**config.mk**
```make
export PLATFORM = sky130hd
export DESIGN_NAME = key_sw_io
export DESIGN_NICKNAME = d
export VERILOG_FILES = /design/src/rtl/io_map_pkg.sv /design/src/rtl/io_debounce.sv /design/src/rtl/key_sw_io.sv
export SDC_FILE = /design/constraint.sdc
export NUM_CORES = 1
export LEC_CHECK = 0
export CAP_MARGIN = 20
export CORE_ASPECT_RATIO = 0.9
export CORE_MARGIN = 1.5
export CORE_UTILIZATION = 30
export DETAILED_ROUTE_END_ITERATION = 7
export PLACE_DENSITY = 0.59
export SKIP_CTS_REPAIR_TIMING = 1
export SYNTH_ARGS = -nofsm -noshare
export SYNTH_HDL_FRONTEND = slang
export SYNTH_HIERARCHICAL = 1
export SYNTH_SLANG_ARGS = --single-unit
```
**constraint.sdc**
```tcl
create_clock -name clk -period 3.7 [get_ports clk]
set_clock_uncertainty 0.05 [all_clocks]
set_input_delay 0.555 -clock clk [delete_from_list [all_inputs] [get_ports clk]]
set_output_delay 0.555 -clock clk [all_outputs]
set_load 0.02 [all_outputs]
```
**src/rtl/io_map_pkg.sv**
```systemverilog
`default_nettype none
// ============================================================================
// Module      : io_map_pkg
// Description : Bus addresses, CTRL register bit positions and shared helpers
//               for the KEY/SW memory-mapped input responder.
// Revision    : 1.0 - initial release
// ============================================================================
package io_map_pkg;

   localparam logic [31:0] c_addr_key   = 32'hF000_0010;
   localparam logic [31:0] c_addr_kctrl = 32'hF000_0110;
   localparam logic [31:0] c_addr_sw    = 32'hF000_0014;
   localparam logic [31:0] c_addr_sctrl = 32'hF000_0114;

   localparam int c_ready_bit   = 0;
   localparam int c_overrun_bit = 2;
   localparam int c_ie_bit      = 4;

   // Read-mux default; never reaches the bus because rddata is gated by hit.
   localparam logic [31:0] c_unmapped = 32'hDEAD_BEEF;

   // Assemble a CTRL/status word; unused bits read as zero.
   function automatic logic [31:0] ctrl_word(input logic ready,
                                             input logic overrun,
                                             input logic ie);
      logic [31:0] w_word;
      w_word                = '0;
      w_word[c_ready_bit]   = ready;
      w_word[c_overrun_bit] = overrun;
      w_word[c_ie_bit]      = ie;
      return w_word;
   endfunction

endpackage
`default_nettype wire

```
**src/rtl/io_debounce.sv**
```systemverilog
`default_nettype none
// ============================================================================
// Module      : io_debounce
// Description : 2-flop synchronizer plus bus-wide debouncer. The debounced
//               value follows the synchronized input once it has differed for
//               DEBOUNCE consecutive cycles; o_chg pulses on that update cycle.
// Revision    : 1.0 - initial release
// ============================================================================
module io_debounce #(
   parameter int WIDTH    = 4,
   parameter int DEBOUNCE = 100000,
   parameter int CNTBITS  = 17
) (
   input  logic             clk,
   input  logic             reset_n,
   input  logic [WIDTH-1:0] i_din,
   output logic [WIDTH-1:0] o_db,
   output logic             o_chg
);

   localparam logic [CNTBITS-1:0] c_cnt_last = CNTBITS'(DEBOUNCE - 1);

   logic [WIDTH-1:0]   r_sync1;
   logic [WIDTH-1:0]   r_sync2;
   logic [WIDTH-1:0]   r_db;
   logic [CNTBITS-1:0] r_cnt;
   logic               w_diff;
   logic               w_expire;

   // Bring the asynchronous pins into the clock domain.
   always_ff @(posedge clk or negedge reset_n) begin
      if (!reset_n) begin
         r_sync1 <= '0;
         r_sync2 <= '0;
      end else begin
         r_sync1 <= i_din;
         r_sync2 <= r_sync1;
      end
   end

   assign w_diff   = (r_sync2 != r_db);
   assign w_expire = w_diff && (r_cnt == c_cnt_last);

   // Count stable cycles of disagreement; any agreement restarts the window.
   always_ff @(posedge clk or negedge reset_n) begin
      if (!reset_n) begin
         r_db  <= '0;
         r_cnt <= '0;
      end else if (!w_diff) begin
         r_cnt <= '0;
      end else if (w_expire) begin
         r_db  <= r_sync2;
         r_cnt <= '0;
      end else begin
         r_cnt <= r_cnt + 1'b1;
      end
   end

   assign o_db  = r_db;
   assign o_chg = w_expire;

endmodule
`default_nettype wire

```
**src/rtl/key_sw_io.sv**
```systemverilog
`default_nettype none
// ============================================================================
// Module      : key_sw_io
// Description : Memory-mapped responder for debounced KEY and SW inputs with
//               per-bus ready/overrun/ie status and a registered interrupt.
//               Read data is combinational for single-cycle loads.
// Revision    : 1.0 - initial release
// ============================================================================
module key_sw_io
   import io_map_pkg::*;
#(
   parameter int               DBITS     = 32,
   parameter logic [DBITS-1:0] ADDRKEY   = c_addr_key,
   parameter logic [DBITS-1:0] ADDRKCTRL = c_addr_kctrl,
   parameter logic [DBITS-1:0] ADDRSW    = c_addr_sw,
   parameter logic [DBITS-1:0] ADDRSCTRL = c_addr_sctrl,
   parameter int               DEBOUNCE  = 100000,
   parameter int               CNTBITS   = 17
) (
   input  logic             clk,
   input  logic             reset_n,
   input  logic [3:0]       KEY,
   input  logic [9:0]       SW,
   input  logic [DBITS-1:0] addr,
   input  logic [DBITS-1:0] wrdata,
   input  logic             we,
   input  logic             re,
   output logic             hit,
   output logic [DBITS-1:0] rddata,
   output logic             irq
);

   logic [3:0]       w_kdb;
   logic [9:0]       w_sdb;
   logic             w_kchg;
   logic             w_schg;
   logic             w_krd;
   logic             w_srd;
   logic             w_kctrl_wr;
   logic             w_sctrl_wr;
   logic             r_krdy, r_kovr, r_kie;
   logic             r_srdy, r_sovr, r_sie;
   logic             w_krdy_nx, w_kovr_nx, w_kie_nx;
   logic             w_srdy_nx, w_sovr_nx, w_sie_nx;
   logic             r_irq;
   logic [DBITS-1:0] w_mux;
   logic             w_unused_wrdata;

   // Buttons are active-low on the pins; present pressed as 1.
   io_debounce #(
      .WIDTH    (4),
      .DEBOUNCE (DEBOUNCE),
      .CNTBITS  (CNTBITS)
   ) u_key_db (
      .clk     (clk),
      .reset_n (reset_n),
      .i_din   (~KEY),
      .o_db    (w_kdb),
      .o_chg   (w_kchg)
   );

   io_debounce #(
      .WIDTH    (10),
      .DEBOUNCE (DEBOUNCE),
      .CNTBITS  (CNTBITS)
   ) u_sw_db (
      .clk     (clk),
      .reset_n (reset_n),
      .i_din   (SW),
      .o_db    (w_sdb),
      .o_chg   (w_schg)
   );

   assign w_krd      = re && (addr == ADDRKEY);
   assign w_srd      = re && (addr == ADDRSW);
   assign w_kctrl_wr = we && (addr == ADDRKCTRL);
   assign w_sctrl_wr = we && (addr == ADDRSCTRL);

   // Only the overrun and ie bits of a CTRL write carry meaning.
   assign w_unused_wrdata = ^{wrdata[DBITS-1:5], wrdata[3], wrdata[1:0]};

   // Next-state status: a change beats a data read, and an overrun set beats a clear.
   always_comb begin
      w_krdy_nx = r_krdy;
      w_kovr_nx = r_kovr;
      w_kie_nx  = r_kie;
      w_srdy_nx = r_srdy;
      w_sovr_nx = r_sovr;
      w_sie_nx  = r_sie;

      if (w_kchg)     w_krdy_nx = 1'b1;
      else if (w_krd) w_krdy_nx = 1'b0;
      if (w_kctrl_wr) begin
         w_kie_nx = wrdata[c_ie_bit];
         if (!wrdata[c_overrun_bit]) w_kovr_nx = 1'b0;
      end
      if (w_kchg && r_krdy && !w_krd) w_kovr_nx = 1'b1;

      if (w_schg)     w_srdy_nx = 1'b1;
      else if (w_srd) w_srdy_nx = 1'b0;
      if (w_sctrl_wr) begin
         w_sie_nx = wrdata[c_ie_bit];
         if (!wrdata[c_overrun_bit]) w_sovr_nx = 1'b0;
      end
      if (w_schg && r_srdy && !w_srd) w_sovr_nx = 1'b1;
   end

   // Status registers; irq is built from next-state values so it lags the event by one cycle.
   always_ff @(posedge clk or negedge reset_n) begin
      if (!reset_n) begin
         r_krdy <= 1'b0;
         r_kovr <= 1'b0;
         r_kie  <= 1'b0;
         r_srdy <= 1'b0;
         r_sovr <= 1'b0;
         r_sie  <= 1'b0;
         r_irq  <= 1'b0;
      end else begin
         r_krdy <= w_krdy_nx;
         r_kovr <= w_kovr_nx;
         r_kie  <= w_kie_nx;
         r_srdy <= w_srdy_nx;
         r_sovr <= w_sovr_nx;
         r_sie  <= w_sie_nx;
         r_irq  <= (w_krdy_nx & w_kie_nx) | (w_srdy_nx & w_sie_nx);
      end
   end

   assign hit = (addr == ADDRKEY) || (addr == ADDRKCTRL) ||
                (addr == ADDRSW)  || (addr == ADDRSCTRL);

   // Register read mux; the unmapped default is masked off by hit below.
   always_comb begin
      w_mux = DBITS'(c_unmapped);
      case (addr)
         ADDRKEY:   w_mux = {{(DBITS-4){1'b0}}, w_kdb};
         ADDRKCTRL: w_mux = DBITS'(ctrl_word(r_krdy, r_kovr, r_kie));
         ADDRSW:    w_mux = {{(DBITS-10){1'b0}}, w_sdb};
         ADDRSCTRL: w_mux = DBITS'(ctrl_word(r_srdy, r_sovr, r_sie));
         default:   w_mux = DBITS'(c_unmapped);
      endcase
   end

   assign rddata = hit ? w_mux : '0;
   assign irq    = r_irq;

endmodule
`default_nettype wire

```
==> results.toml <==
[sta]
fmax_ghz = 0.294
drv_slew = 0
setup_slack_ns = 0.302
finalSetupViolCount = 0
rsz0062_at_grt = "no"
fin_tns_setup_ns = 0
fin_crit_sh = 0.918
hold_viol_final = 0
worstMarginPinSlew_ns = 0.541
period_needed_ns = 3.40
max-slew-margin-rel = 0.637

[setup_path]
rrSetupSlack_ns = 1.38
crit_slowest_cell = "or4_4"
end_kind = "output port"
regToRegStartpoint = "u_key_db/r_cnt[0]"
cp.arrival_ns = 2.79
r2r_cells = 7
critPathMaxFanout = 5
required_ns = 3.09
path_cells = "clkdlybuf4s50_1 -> nor4bb_2 -> nand4_1 -> buf_4 -> or4_4 -> nor3_1 -> dlymetal6s2s_1"
crit_type = "input pin to output port"
critPathMaxStageDelay_ns = 0.59
critPathLaunchType = "input pin"
r2r-end = "irq"

[cells_and_area]
layout-drive-gt1-share = 0.128
mostFrequentLayoutCell = "dfrtp_1"
seqCellArea_sq_mm = 0.00208
area_growth_pct = 28.1
fin_area_sq_mm = 0.00520
multi_input_area_sq_mm = 0.00182
final_nets = 533
most-common-layout-cells = "dfrtp_1, clkdlybuf4s50_1, nand2_1"
diodes = 0
n_fill_cell = 1287

[global_route]
track_usage = 0.127
grt_pass1_vias = 2832
grt.overflow.total = 0
grt_max_degree = 84
grt_first_pass_wirelength_mm = 14.3
grt_antenna_before_repair = 0

[min_path]
hp-class = "input pin to asynchronous set/reset pin"

[floorplan]
io_pins = 116
start_util = 0.306
die_w_um = 126
core_area_sq_mm = 0.0133
die_area_sq_mm = 0.0143
die_h_um = 113
row_count = 40

[status]
outcome = "complete, no violations"

[clocking]
clock_path_buffers = 2
cts_inserted_buffers = 9
clk_latency_ns = 0.33
clock_sinks = 83
path_clk_slew_ns = 0.06
root_buffer = "clkbuf_16"
cts_tree = "built"
cts_max_level = 3

[place]
pre_cts_ws_ns = -0.182
place_area_sq_mm = 0.00482
gp_congestion = 0.829
port_buffers = 63
dp_hpwl_mm = 6.23

[yosys]
synth_cell_type_count = 59
synth_edf_count = 0
seq_area_frac_synth = 0.511
syn-instance-count = 376
ys_warn_count = 6
syn_avg_cell_area_sq_um = 10.8
synth_area_sq_mm = 0.00406
ys.flop_type = "dfrtp_1"
async_reset_ff_frac = 1.00
ys_ff_latch = 83

[job]
cap_violations = 0

[drt]
vias_per_cell = 4.72
routedWlPerCell_um = 14.0
vias = 2935
drt_pass1_iterations = 4
drc_errors = 0
wl_mm = 8.71
drt-initial-drc-count = 112
final_antenna_net_count = 0

[power]
ir_worst_vdd_uv = 224
power_density_mw_per_mm2 = 431
leakage_nw = 2.42
how the worst max path moves through the flow:
| stage | start | to | slack, ns | depth (start not counted) |
|---|---|---|---|---|
| 2_1_floorplan | addr[7] | rddata[1] | 0.98 | 3 |
| 3_3_place_gp | addr[23] | rddata[1] | -0.10 | 7 |
| 3_5_place_dp | addr[31] | rddata[1] | -0.18 | 7 |
| 4_1_cts | addr[31] | rddata[1] | -0.20 | 7 |
| 5_1_grt | addr[31] | rddata[1] | 0.1 | 7 |
| 6_report | addr[3] | rddata[1] | 0.30 | 7 |
cell usage after synthesis, types with 3 or more instances:
cell type | count | area (sq um)
mux2i_1 | 4 | 40.0
mux2_2 | 5 | 56.3
o21ai_0 | 8 | 40.0
nand4_1 | 14 | 87.6
a21oi_1 | 8 | 40.0
buf_4 | 22 | 165
nand3_1 | 13 | 65.1
nand2_1 | 38 | 143
inv_1 | 10 | 37.5
dfrtp_1 | 83 | 2080
buf_2 | 4 | 20.0
buf_6 | 3 | 33.8
or4_1 | 5 | 37.5
o31ai_1 | 3 | 22.5
xor2_1 | 15 | 131
o211ai_1 | 3 | 22.5
nand2b_1 | 4 | 25.0
xnor2_1 | 23 | 201
nor2_1 | 32 | 120
or3_1 | 3 | 18.8
and4_1 | 4 | 35.0
nor3_1 | 6 | 30.0
nor4_1 | 8 | 50.1
and2_1 | 9 | 56.3
metrics by stage:
stage	utilization	instances	hold slack, ns	total power, W
final	0.392	622	0.00829	0.00224
after global routing	0.392	622	0.00868	0.00236
after CTS	0.387	621	0.300	0.00227
after detailed placement	0.363	605	0.285	0.00134
after floorplan	-	397	0.209	0.00124
after global placement	0.362	604	0.282	0.00133
sequential cells by signal, indices dropped and copies added, names as in the netlist, 4 cells and up:
signal and cells:
u_key_db/r_cnt 17, u_sw_db/r_sync2 10, u_key_db/r_sync2 4, u_sw_db/o_db 10
u_sw_db/r_sync1 10, u_key_db/o_db 4, u_sw_db/r_cnt 17, u_key_db/r_sync1 4
metal layers:
| layer | wire, um | share of wire | GRT usage |
|---|---|---|---|
| met1 | 4160 | 0.48 | 0.175 |
| met2 | 3920 | 0.45 | 0.191 |
| met3 | 504 | 0.058 | 0.0319 |
| met4 | 129 | 0.015 | 0.0561 |
| met5 | 0 | 0 | 0 |
final cells by class:
cell class / instances / area share
multi-input cells: 273 / 0.350
repair buffers: 72 / 0.144
flip-flops and latches: 83 / 0.399
clock inverters: 6 / 0.0137
well taps: 168 / 0.0404
inverters: 10 / 0.00721
clock buffers: 10 / 0.0459
power by group:
part	switching [W]	total (W)	internal (W)
clock	0.000368	0.000915	0.000547
combinational	0.000119	0.000242	0.000123
sequential	0.000100	0.00109	0.000987
worst max-delay path: cells and delay by family:
kind | cells | cell delay (ns)
buffers and inverters | 3 | 0.88
AND/OR/NAND/NOR | 4 | 1.35
cell families (layout without fill, tap and decap cells):
kind of cell | count (synthesis) | after routing | share of synthesized area
compound gates | 34 | 34 | 0.0545
xor+xnor | 38 | 38 | 0.0819
simple gates | 164 | 164 | 0.240
flops | 83 | 83 | 0.511
mux | 13 | 13 | 0.0403
buf+inv | 41 | 98 | 0.0650
fa+ha+maj | 2 | 2 | 0.00616
other cells | 1 | 22 | 0.000923
Note: power is estimated with default switching activity, not from simulation.
